<file path="src/rtl/display_scanner_pkg.sv">
// Shared constants for the multiplexed display scanner: slot map, idle levels,
// and bit positions of the annunciator byte shown in the extra slot.
package display_scanner_pkg;

    localparam int NUM_SLOTS = 7;
    localparam int ANN_SLOT  = 6;

    localparam logic [7:0] SEG_OFF = 8'hFF;
    localparam logic [6:0] DIG_OFF = 7'h7F;

    localparam int ANN_COL   = 7;
    localparam int ANN_POINT = 6;
    localparam int ANN_AVS   = 5;
    localparam int ANN_DAY   = 4;
    localparam int ANN_MAX   = 3;
    localparam int ANN_TIM   = 2;

    function automatic logic [7:0] ann_byte(input logic col, input logic point,
                                            input logic avs, input logic day,
                                            input logic max, input logic tim);
        logic [7:0] b;
        b            = '0;
        b[ANN_COL]   = col;
        b[ANN_POINT] = point;
        b[ANN_AVS]   = avs;
        b[ANN_DAY]   = day;
        b[ANN_MAX]   = max;
        b[ANN_TIM]   = tim;
        return b;
    endfunction

endpackage

</file>
<file path="src/rtl/display_scanner_scan_timer.sv">
// Slot timer: cnt runs 0..SCAN_DIV-1 per slot, slot runs 0..NUM_SLOTS-1 per frame.
// Latency: wrap_o is combinational from the current state; free-running, no backpressure.
module display_scanner_scan_timer
    import display_scanner_pkg::*;
#(
    parameter int SCAN_DIV = 500,
    parameter int CW       = $clog2(SCAN_DIV)
) (
    input  logic          clock,
    input  logic          reset,
    output logic [CW-1:0] cnt_o,
    output logic [2:0]    slot_o,
    output logic          wrap_o
);

    logic [CW-1:0] cnt_q, cnt_d;
    logic [2:0]    slot_q, slot_d;
    logic          slot_end;

    assign slot_end = (cnt_q == CW'(SCAN_DIV - 1));
    assign wrap_o   = slot_end && (slot_q == 3'(NUM_SLOTS - 1));
    assign cnt_o    = cnt_q;
    assign slot_o   = slot_q;

    always_comb begin
        cnt_d  = cnt_q + CW'(1);
        slot_d = slot_q;
        if (slot_end) begin
            cnt_d  = '0;
            slot_d = wrap_o ? 3'd0 : slot_q + 3'd1;
        end
    end

    always_ff @(posedge clock or negedge reset) begin
        if (!reset) begin
            cnt_q  <= '0;
            slot_q <= '0;
        end else begin
            cnt_q  <= cnt_d;
            slot_q <= slot_d;
        end
    end

endmodule

</file>
<file path="src/rtl/display_scanner.sv">
// Drives a 7-slot multiplexed 7-segment panel from a per-frame snapshot of the display bus.
// Latency: outputs registered, 1 cycle behind the scan counter; free-running, no backpressure.
module display_scanner
    import display_scanner_pkg::*;
#(
    parameter int SCAN_DIV     = 500,
    parameter int BLANK_CYC    = 20,
    parameter int BRIGHT_WIDTH = 3
) (
    input  logic                    clock,
    input  logic                    reset,
    input  logic [7:0]              lower0001,
    input  logic [7:0]              lower0010,
    input  logic [7:0]              lower0100,
    input  logic [7:0]              lower1000,
    input  logic [7:0]              upper01,
    input  logic [7:0]              upper10,
    input  logic                    AVS,
    input  logic                    DAY,
    input  logic                    MAX,
    input  logic                    TIM,
    input  logic                    col,
    input  logic                    point,
    input  logic [BRIGHT_WIDTH-1:0] bright,
    input  logic                    lamp_test,
    output logic [7:0]              seg_n,
    output logic [6:0]              dig_n,
    output logic                    frame_pulse
);

    localparam int CW  = $clog2(SCAN_DIV);
    localparam int OLW = CW + 1;

    logic [CW-1:0] cnt;
    logic [2:0]    slot;
    logic          wrap;

    display_scanner_scan_timer #(
        .SCAN_DIV (SCAN_DIV),
        .CW       (CW)
    ) u_scan_timer (
        .clock  (clock),
        .reset  (reset),
        .cnt_o  (cnt),
        .slot_o (slot),
        .wrap_o (wrap)
    );

    logic [5:0][7:0] snap_q;
    logic [7:0]      ann_q;
    logic [OLW-1:0]  on_len_q, on_len_d;

    // Window length is derived from the live brightness at the same edge the snapshot is taken.
    assign on_len_d = OLW'((32'(SCAN_DIV - BLANK_CYC) * (32'(bright) + 32'd1)) >> BRIGHT_WIDTH);

    always_ff @(posedge clock or negedge reset) begin
        if (!reset) begin
            snap_q   <= '0;
            ann_q    <= '0;
            on_len_q <= '0;
        end else if (wrap) begin
            snap_q   <= {upper10, upper01, lower1000, lower0100, lower0010, lower0001};
            ann_q    <= ann_byte(col, point, AVS, DAY, MAX, TIM);
            on_len_q <= on_len_d;
        end
    end

    logic [OLW-1:0] cnt_ext;
    logic           lit;
    logic [7:0]     sel;

    assign cnt_ext = OLW'(cnt);
    assign lit     = (cnt_ext >= OLW'(BLANK_CYC)) && ((cnt_ext - OLW'(BLANK_CYC)) < on_len_q);

    always_comb begin
        sel = ann_q;
        case (slot)
            3'd0:    sel = snap_q[0];
            3'd1:    sel = snap_q[1];
            3'd2:    sel = snap_q[2];
            3'd3:    sel = snap_q[3];
            3'd4:    sel = snap_q[4];
            3'd5:    sel = snap_q[5];
            default: sel = ann_q;
        endcase
        if (lamp_test) sel = 8'hFF;
    end

    logic [7:0] seg_q, seg_d;
    logic [6:0] dig_q, dig_d;
    logic       fp_q;

    assign seg_d = lit ? ~sel : SEG_OFF;
    assign dig_d = lit ? ~(7'b1 << slot) : DIG_OFF;

    always_ff @(posedge clock or negedge reset) begin
        if (!reset) begin
            seg_q <= SEG_OFF;
            dig_q <= DIG_OFF;
            fp_q  <= 1'b0;
        end else begin
            seg_q <= seg_d;
            dig_q <= dig_d;
            fp_q  <= wrap;
        end
    end

    assign seg_n       = seg_q;
    assign dig_n       = dig_q;
    assign frame_pulse = fp_q;

endmodule

</file>
<file path="config.mk">
export PLATFORM = sky130hd
export DESIGN_NAME = display_scanner
export DESIGN_NICKNAME = d
export VERILOG_FILES = /design/src/rtl/display_scanner_pkg.sv /design/src/rtl/display_scanner_scan_timer.sv /design/src/rtl/display_scanner.sv
export SDC_FILE = /design/constraint.sdc
export NUM_CORES = 1
export LEC_CHECK = 0
export CAP_MARGIN = 20
export CORE_MARGIN = 3
export CORE_UTILIZATION = 45
export DETAILED_ROUTE_END_ITERATION = 8
export PLACE_DENSITY_LB_ADDON = 0.1
export SLEW_MARGIN = 20
export SYNTH_ARGS = -nofsm -noshare
export SYNTH_HDL_FRONTEND = slang
export SYNTH_SLANG_ARGS = --single-unit
</file>
<file path="constraint.sdc">
create_clock -name clock -period 3.88 [get_ports clock]
set_clock_uncertainty 0.1 [all_clocks]
set_input_delay 0.776 -clock clock [delete_from_list [all_inputs] [get_ports clock]]
set_output_delay 0.776 -clock clock [all_outputs]
set_load 0.005 [all_outputs]
</file>
==> results of run 1 <==
## path summary, 6_finish.rpt
kind | slack [ns] | from | depth (start not counted) | endpoint
min in group clock | 0.37 | snap_q[4]$_DFFE_PN0P_ | 2 | snap_q[4]$_DFFE_PN0P_
worst min-delay path | 0.26 | reset | 1 | u_scan_timer.cnt_o[7]$_DFF_PN0_
worst max-delay path | 0.17 | bright[1] | 13 | on_len_q[9]$_DFFE_PN0P_
max in group asynchronous | 2.64 | reset | 2 | seg_n[2]$_DFF_PN1_
worst max register to register | 1.08 | u_scan_timer.cnt_o[3]$_DFF_PN0_ | 11 | seg_n[4]$_DFF_PN1_
worst min register to register | 0.37 | snap_q[4]$_DFFE_PN0P_ | 2 | snap_q[4]$_DFFE_PN0P_
## routing by layer
layer  vias to the layer above  track usage (%)  share of wire [%]
met5                         -                0                  0
met4                         0            4.959                1.2
met3                         9            5.579                5.1
met2                        84            28.91                 47
met1                      1646            26.12                 47
li1                       1787                -                  -
## area by class of cell
| cell class | instances | area [sq um] | share of cell area [%] |
|---|---|---|---|
| Sequential cell | 90 | 2271 | 39.45 |
| Multi-Input combinational cell | 351 | 2082 | 36.17 |
| Timing Repair Buffer | 95 | 900.9 | 15.65 |
| Tap cell | 133 | 166.4 | 2.891 |
| Clock buffer | 11 | 131.4 | 2.282 |
| Clock inverter | 5 | 102.6 | 1.782 |
| Inverter | 27 | 102.6 | 1.782 |
## cells by family after synthesis
group                      after synthesis  synth area share [%]
buffers and inverters                   55                 6.008
adders and majority gates               33                 9.581
DFF                                     90                 49.12
AOI/OAI and AO/OA                       59                 8.850
xor gates and xnor gates                16                 3.031
and+or+nand+nor                        232                 20.76
muxes                                   11                 2.652
## power by group
group	internal [mW]	switching [mW]	total, mW
logic	0.113	0.0912	0.204
registers	0.938	0	0.938
clock network	0.427	0.321	0.748
total	1.48	0.412	1.89
## layout by cell type (no fill, tap or decap), drive strengths merged, types with 2 or more instances in the layout
master and n:
nor4 2, clkinv 2, bufinv 3, inv 26, xnor2 8, mux2 10
clkbuf 11, a22oi 6, buf 21, ha 29, and2 3, and3 2
o211ai 7, dfstp 15, o2111ai 3, a21oi 10, o21a 2, xor2 8
a221o 8, dfrtp 75, o21ai 14, fa 4, clkdlybuf4s50 73, o31ai 2
nand2 179, nor2 11, nand4 6, nand3 20, nand2b 2, nor3 2
## timing repair
action | 4_1_cts | 5_1_grt
setup buffers | 0 | 0
resized for setup | 0 | 3
setup endpoints to repair | 0 | 3
## per-stage QoR
stage | hold slack (ns) | cells
after floorplan | 0.3374 | 496
after global placement | 0.3540 | 696
after detailed placement | 0.3581 | 696
after CTS | 0.2754 | 712
after global routing | 0.2785 | 712
final | 0.2636 | 712
## worst reg2reg max path, stage by stage, from the launching register on
cell	delay [ns]
dfrtp_1	0.42
inv_1	0.14
ha_1	0.26
and2b_1	0.22
nor4_1	0.34
xor2_1	0.20
ha_1	0.25
nand2_1	0.07
o21ai_0	0.08
a211oi_1	0.22
buf_4	0.26
o211ai_1	0.15
## Yosys cell counts (all sizes together), types with 3 or more instances
library cell  instances  area, sq um
a221o                 8        80.08
o211ai                7        52.55
mux2                 10        112.6
dfstp                15        394.1
clkbuf               12        46.29
nand2               179        671.9
nand3                20        100.1
o21ai                14        70.06
nor2                 11        41.29
ha                   29        362.9
buf                  16        128.9
nand4                 6        43.79
and2                  3        18.77
a22oi                 6        45.04
xor2                  8        70.07
fa                    4        80.08
o2111ai               3        26.28
inv                  26        97.59
xnor2                 8        70.07
dfrtp                75         1877
a21oi                10        50.05
## sequential cells by signal (all words and copies together), names as in the netlist
signal and cells:
snap_q 48, u_scan_timer.cnt_o 9, on_len_q 8, seg_n 8, dig_n 7, ann_q 6
u_scan_timer.slot_o 3, frame_pulse 1
==> metrics.txt, run 1 <==
status=completed; Worst-Margin Slew=0.8036 ns; Syn Inst Count=~500; first-pass GRT wire length=about 17000 um; Peak VDD IR=0.0002451 V; setup violation total in the final timing report=0; Pwr Density=roughly 330 mW/mm^2; Post-synth EDFFs=0; number of global-route vias before repair=3497; Final TNS setup=0 ns; worst hold path class=in2async; largest net degree at the start of global routing=65; Port-buffer cells=75; drt wl/cell=13.93 um; H-tree Lvls=3; Yosys cell types=48; clock sinks=90; Pre-antenna DRT Iters=5; final hold vios=0; Tcrit/Tclk final=a little over nine tenths; power after layout=1.890 mW; Initial DRC Count=187; vias per cell=4.952; FMAX=between 0.2 and 0.3 GHz; asr flop ratio synth=100.0%; max incr delay on CP=~0.53 ns; Buf+Inv Stages, Crit Path=4; critical path arrival=3.85 ns; Worst-Skew Late Latency=between 0.3 and 0.4 ns; # rows=36; root buf cell=clkbuf_8; Num CTS Buffers=9; DIE HEIGHT=~110 um; RSZ-0062 raised after global routing=false; Max Root-Sink Buffers=2; effective utilization at floorplan=46.87%; GP Congestion=roughly 0.9; Cell Area, Placed=~0.0055 sq mm; Setup CP Type=in2reg; Mapped Avg Cell Area=approximately 9.3 sq um; Nets=667; CTS tree=done; routed via count=approximately 3500; critical path peak fanout=3; CP endpoint kind=register; worst setup margin=about 0.17 ns; maxcap violations=0; CP most frequent cell=inv_1; layout cells sized above 1=11.23%; dpl ws=-0.3866 ns; WL final=9918 um; slowest stage cell, crit path=fa_1; Post-synth top flop=dfrtp_1; Crit path required time=about 4.0 ns; core area=0.009864 sq mm; register bit total from synthesis=90; chip width=about 110 um; Filler Cells Inserted=between 800 and 900; die area=0.01153 sq mm; Final Slew Violations=0; cell family with most CP delay=adder cells; I/O pin total=between 70 and 80; Tmin final=between 3 and 4 ns; total global routing overflow=0; Finished Cell Area=between 0.005 and 0.006 sq mm; sequential share of the synthesized area=49.12%; Layout area overhead=24.52%; Mapped Area=around 0.0046 sq mm; Antenna Nets Post-Route=0; Startpoint Class=input port; ANT cells=0; cts hold-fix bufs=0; Detail Placement HPWL=roughly 7200 um; Warnings, synthesis=0; Slew HR=a little under half; antenna violations before repair=0; crit path cell chain=clkdlybuf4s50_1 > ha_2 > xor2_1 > inv_1 > fa_1 > inv_1 > fa_1 > inv_1 > ha_1 > a21o_1 > a21oi_2 > o21a_1 > o211ai_1; GRT Util Overall=a little under a fifth; Syn Nets=slightly below 600; Worst-path clk slew=approximately 0.09 ns; DRC=0; total leakage power=~2.6 nW; share of the core filled with cells=about three fifths
Power figures use the tool's default switching activity.
==> run 2: changes to the inputs <==
Settings changed: CORE_UTILIZATION 45 to 54.
==> run 2 against run 1 <==
Net effect:
- global-route usage grew 3.7 points
- register-to-register slack lost 0.03 ns
- critical path depth is the same
- via count grew 2.8%
- critical endpoint is now on_len_q[8]$_DFFE_PN0P_
- largest cell class unchanged
- highest routed layer unchanged
==> metrics.txt, run 2 (synthesis results as in run 1) <==
max FFs per register=48 (unchanged); chip width=98.53 um (-8.2%); Pre-antenna DRT Iters=4 (-1); Finished Cell Area=0.005694 sq mm (-1.1%); Final TNS setup=0 ns (unchanged); cell family with most CP delay=adder cells; Antenna Nets Post-Route=0 (unchanged); Min Hold Slack=0.3728 ns (+0.1092 ns); max incr delay on CP=0.54 ns (about the same); ANT cells=0 (unchanged); commonest non-fill, non-tap cell in the layout=nand2_1; Num CTS Buffers=9 (unchanged); FMAX=0.2698 GHz (+0.10%); worst setup margin=0.1734 ns (+0.003772 ns); Tcrit/Tclk final=95.53% (-0.097 points); H-tree Lvls=3 (unchanged); most frequent cells in the layout=nand2_1 (179), dfrtp_1 (75), clkdlybuf4s50_1 (74), ha_1 (28), inv_1 (26); crit path cell chain=clkdlybuf4s50_1 > ha_2 > xor2_2 > inv_1 > fa_1 > inv_1 > fa_1 > inv_1 > fa_1 > a21oi_1 > o2bb2ai_1 > xnor2_1 > o21ai_1; Buf+Inv Stages, Crit Path=4 (unchanged); WL final=10270 um (+3.6%); status=completed; I/O pin total=76 (unchanged); Layout area overhead=23.17%; Worst Setup SP=bright[0]; total global routing overflow=0 (unchanged); total leakage power=2.628 nW (-0.83%); GP Congestion=0.8122 (-8.4%); root buf cell=clkbuf_8; GRT Util Overall=22.51% (+3.7 points); DIE HEIGHT=98.53 um (-8.2%); Setup CP Type=in2reg; effective utilization at floorplan=55.98% (+9.1 points); Reg2Reg Depth=11 (unchanged); final hold vios=0 (unchanged); cts hold-fix bufs=0 (unchanged); clock sinks=90 (unchanged); layout cells sized above 1=11.74% (+0.52 points); DRC=0 (unchanged); CP Depth=13 (unchanged); number of global-route vias before repair=3700 (+5.8%); power after layout=1.788 mW (-5.4%); CTS tree=done; Max Root-Sink Buffers=2 (unchanged); Port-buffer cells=75 (unchanged); # rows=33 (-8.3%); critical path peak fanout=3 (unchanged); core area=0.008258 sq mm (-16%); CP endpoint kind=register; Reg-to-Reg End=dig_n[0]$_DFF_PN1_; setup violation total in the final timing report=0 (unchanged); antenna violations before repair=0 (unchanged); Pwr Density=314.0 mW/mm^2 (-4.3%); Peak VDD IR=0.0002186 V (-11%); maxcap violations=0 (unchanged); slowest stage cell, crit path=fa_1; first-pass GRT wire length=17530 um (+3.6%); Worst-Skew Late Latency=0.36 ns (about the same); Crit path required time=4.00 ns (-0.02 ns); Detail Placement HPWL=7224 um (+0.20%); largest net degree at the start of global routing=62 (-4.6%); Final Slew Violations=0 (unchanged); Slew HR=49.35% (+2.9 points); Worst-Margin Slew=0.7598 ns (-0.04381 ns); vias per cell=5.298 (+7.0%); Tmin final=3.707 ns (-0.003772 ns); drt wl/cell=15.02 um (+7.8%); Critical Path Sink=on_len_q[8]$_DFFE_PN0P_; RR Startpoint=u_scan_timer.cnt_o[3]$_DFF_PN0_; Startpoint Class=input port; critical path arrival=3.82 ns (-0.03 ns); Reg with most FFs=snap_q; Nets=667 (unchanged); die area=0.009708 sq mm (-16%); dpl ws=-0.3291 ns (+0.05752 ns); Reg2Reg Setup Slack=1.05 ns (-0.03 ns); worst hold path class=in2async; Cell Area, Placed=0.005479 sq mm (-0.64%); routed via count=3624 (+2.8%); Initial DRC Count=166 (-11%); Worst-path clk slew=0.09 ns (about the same)
[run 2: cell count changes in the layout (fill, tap and decap cells not counted), sizes merged]
| cell | change |
|---|---|
| clkinv | +3 |
| bufinv | -2 |
| clkdlybuf4s50 | +1 |
| dlymetal6s2s | -1 |
| clkbuf | -2 |
| inv | +1 |
[run 2: final cells by class]
cell class	instances	area, sq um
Clock buffer	9	123.9
Clock inverter	7	77.57
Fill cell	703	2564
Inverter	27	102.6
Multi-Input combinational cell	351	2090
Sequential cell	90	2271
Tap cell	105	131.4
Timing Repair Buffer	95	898.4
[run 2: worst min-delay path by stage]
stage / to / cells past startpoint
2_1_floorplan: ann_q[4]$_DFFE_PN0P_ / 2
3_3_place_gp: ann_q[4]$_DFFE_PN0P_ / 2
3_5_place_dp: ann_q[6]$_DFFE_PN0P_ / 2
4_1_cts: ann_q[6]$_DFFE_PN0P_ / 2
5_1_grt: snap_q[41]$_DFFE_PN0P_ / 2
6_report: u_scan_timer.cnt_o[2]$_DFF_PN0_ / 1
[run 2: worst register-to-register path, cell delays in order (launching register included)]
cell,delay (ns)
dfrtp_1,0.42
inv_1,0.15
ha_1,0.25
and2b_1,0.21
nor4_1,0.35
xor2_1,0.20
ha_1,0.25
nand2_1,0.07
o21ai_0,0.09
a211oi_1,0.23
buf_4,0.26
nand4_1,0.13
[run 2: metrics by stage]
step,utilization (%),std cells
after global placement,66.35,668
after detailed placement,66.35,668
after floorplan,-,496
after CTS,68.79,684
after global routing,68.95,684
final,68.95,684
[run 2: layer usage]
layer  global-route usage [%]  vias up  share of wire [%]
met2                    36.19       70                 49
met5                        0        -                  0
met4                    8.088        0                1.7
li1                         -     1787                  -
met1                    30.67     1750                 46
met3                    4.317       17                3.8
[run 2: where the power goes]
part	switching, mW	total, mW	internal [mW]
combinational	0.0920	0.205	0.113
sequential	0	0.938	0.938
clock	0.343	0.645	0.302
[run 2: repair_timing]
item                       4_1_cts  5_1_grt
buffers inserted                 0        0
setup endpoints to repair        0        3
resized for setup                0        4
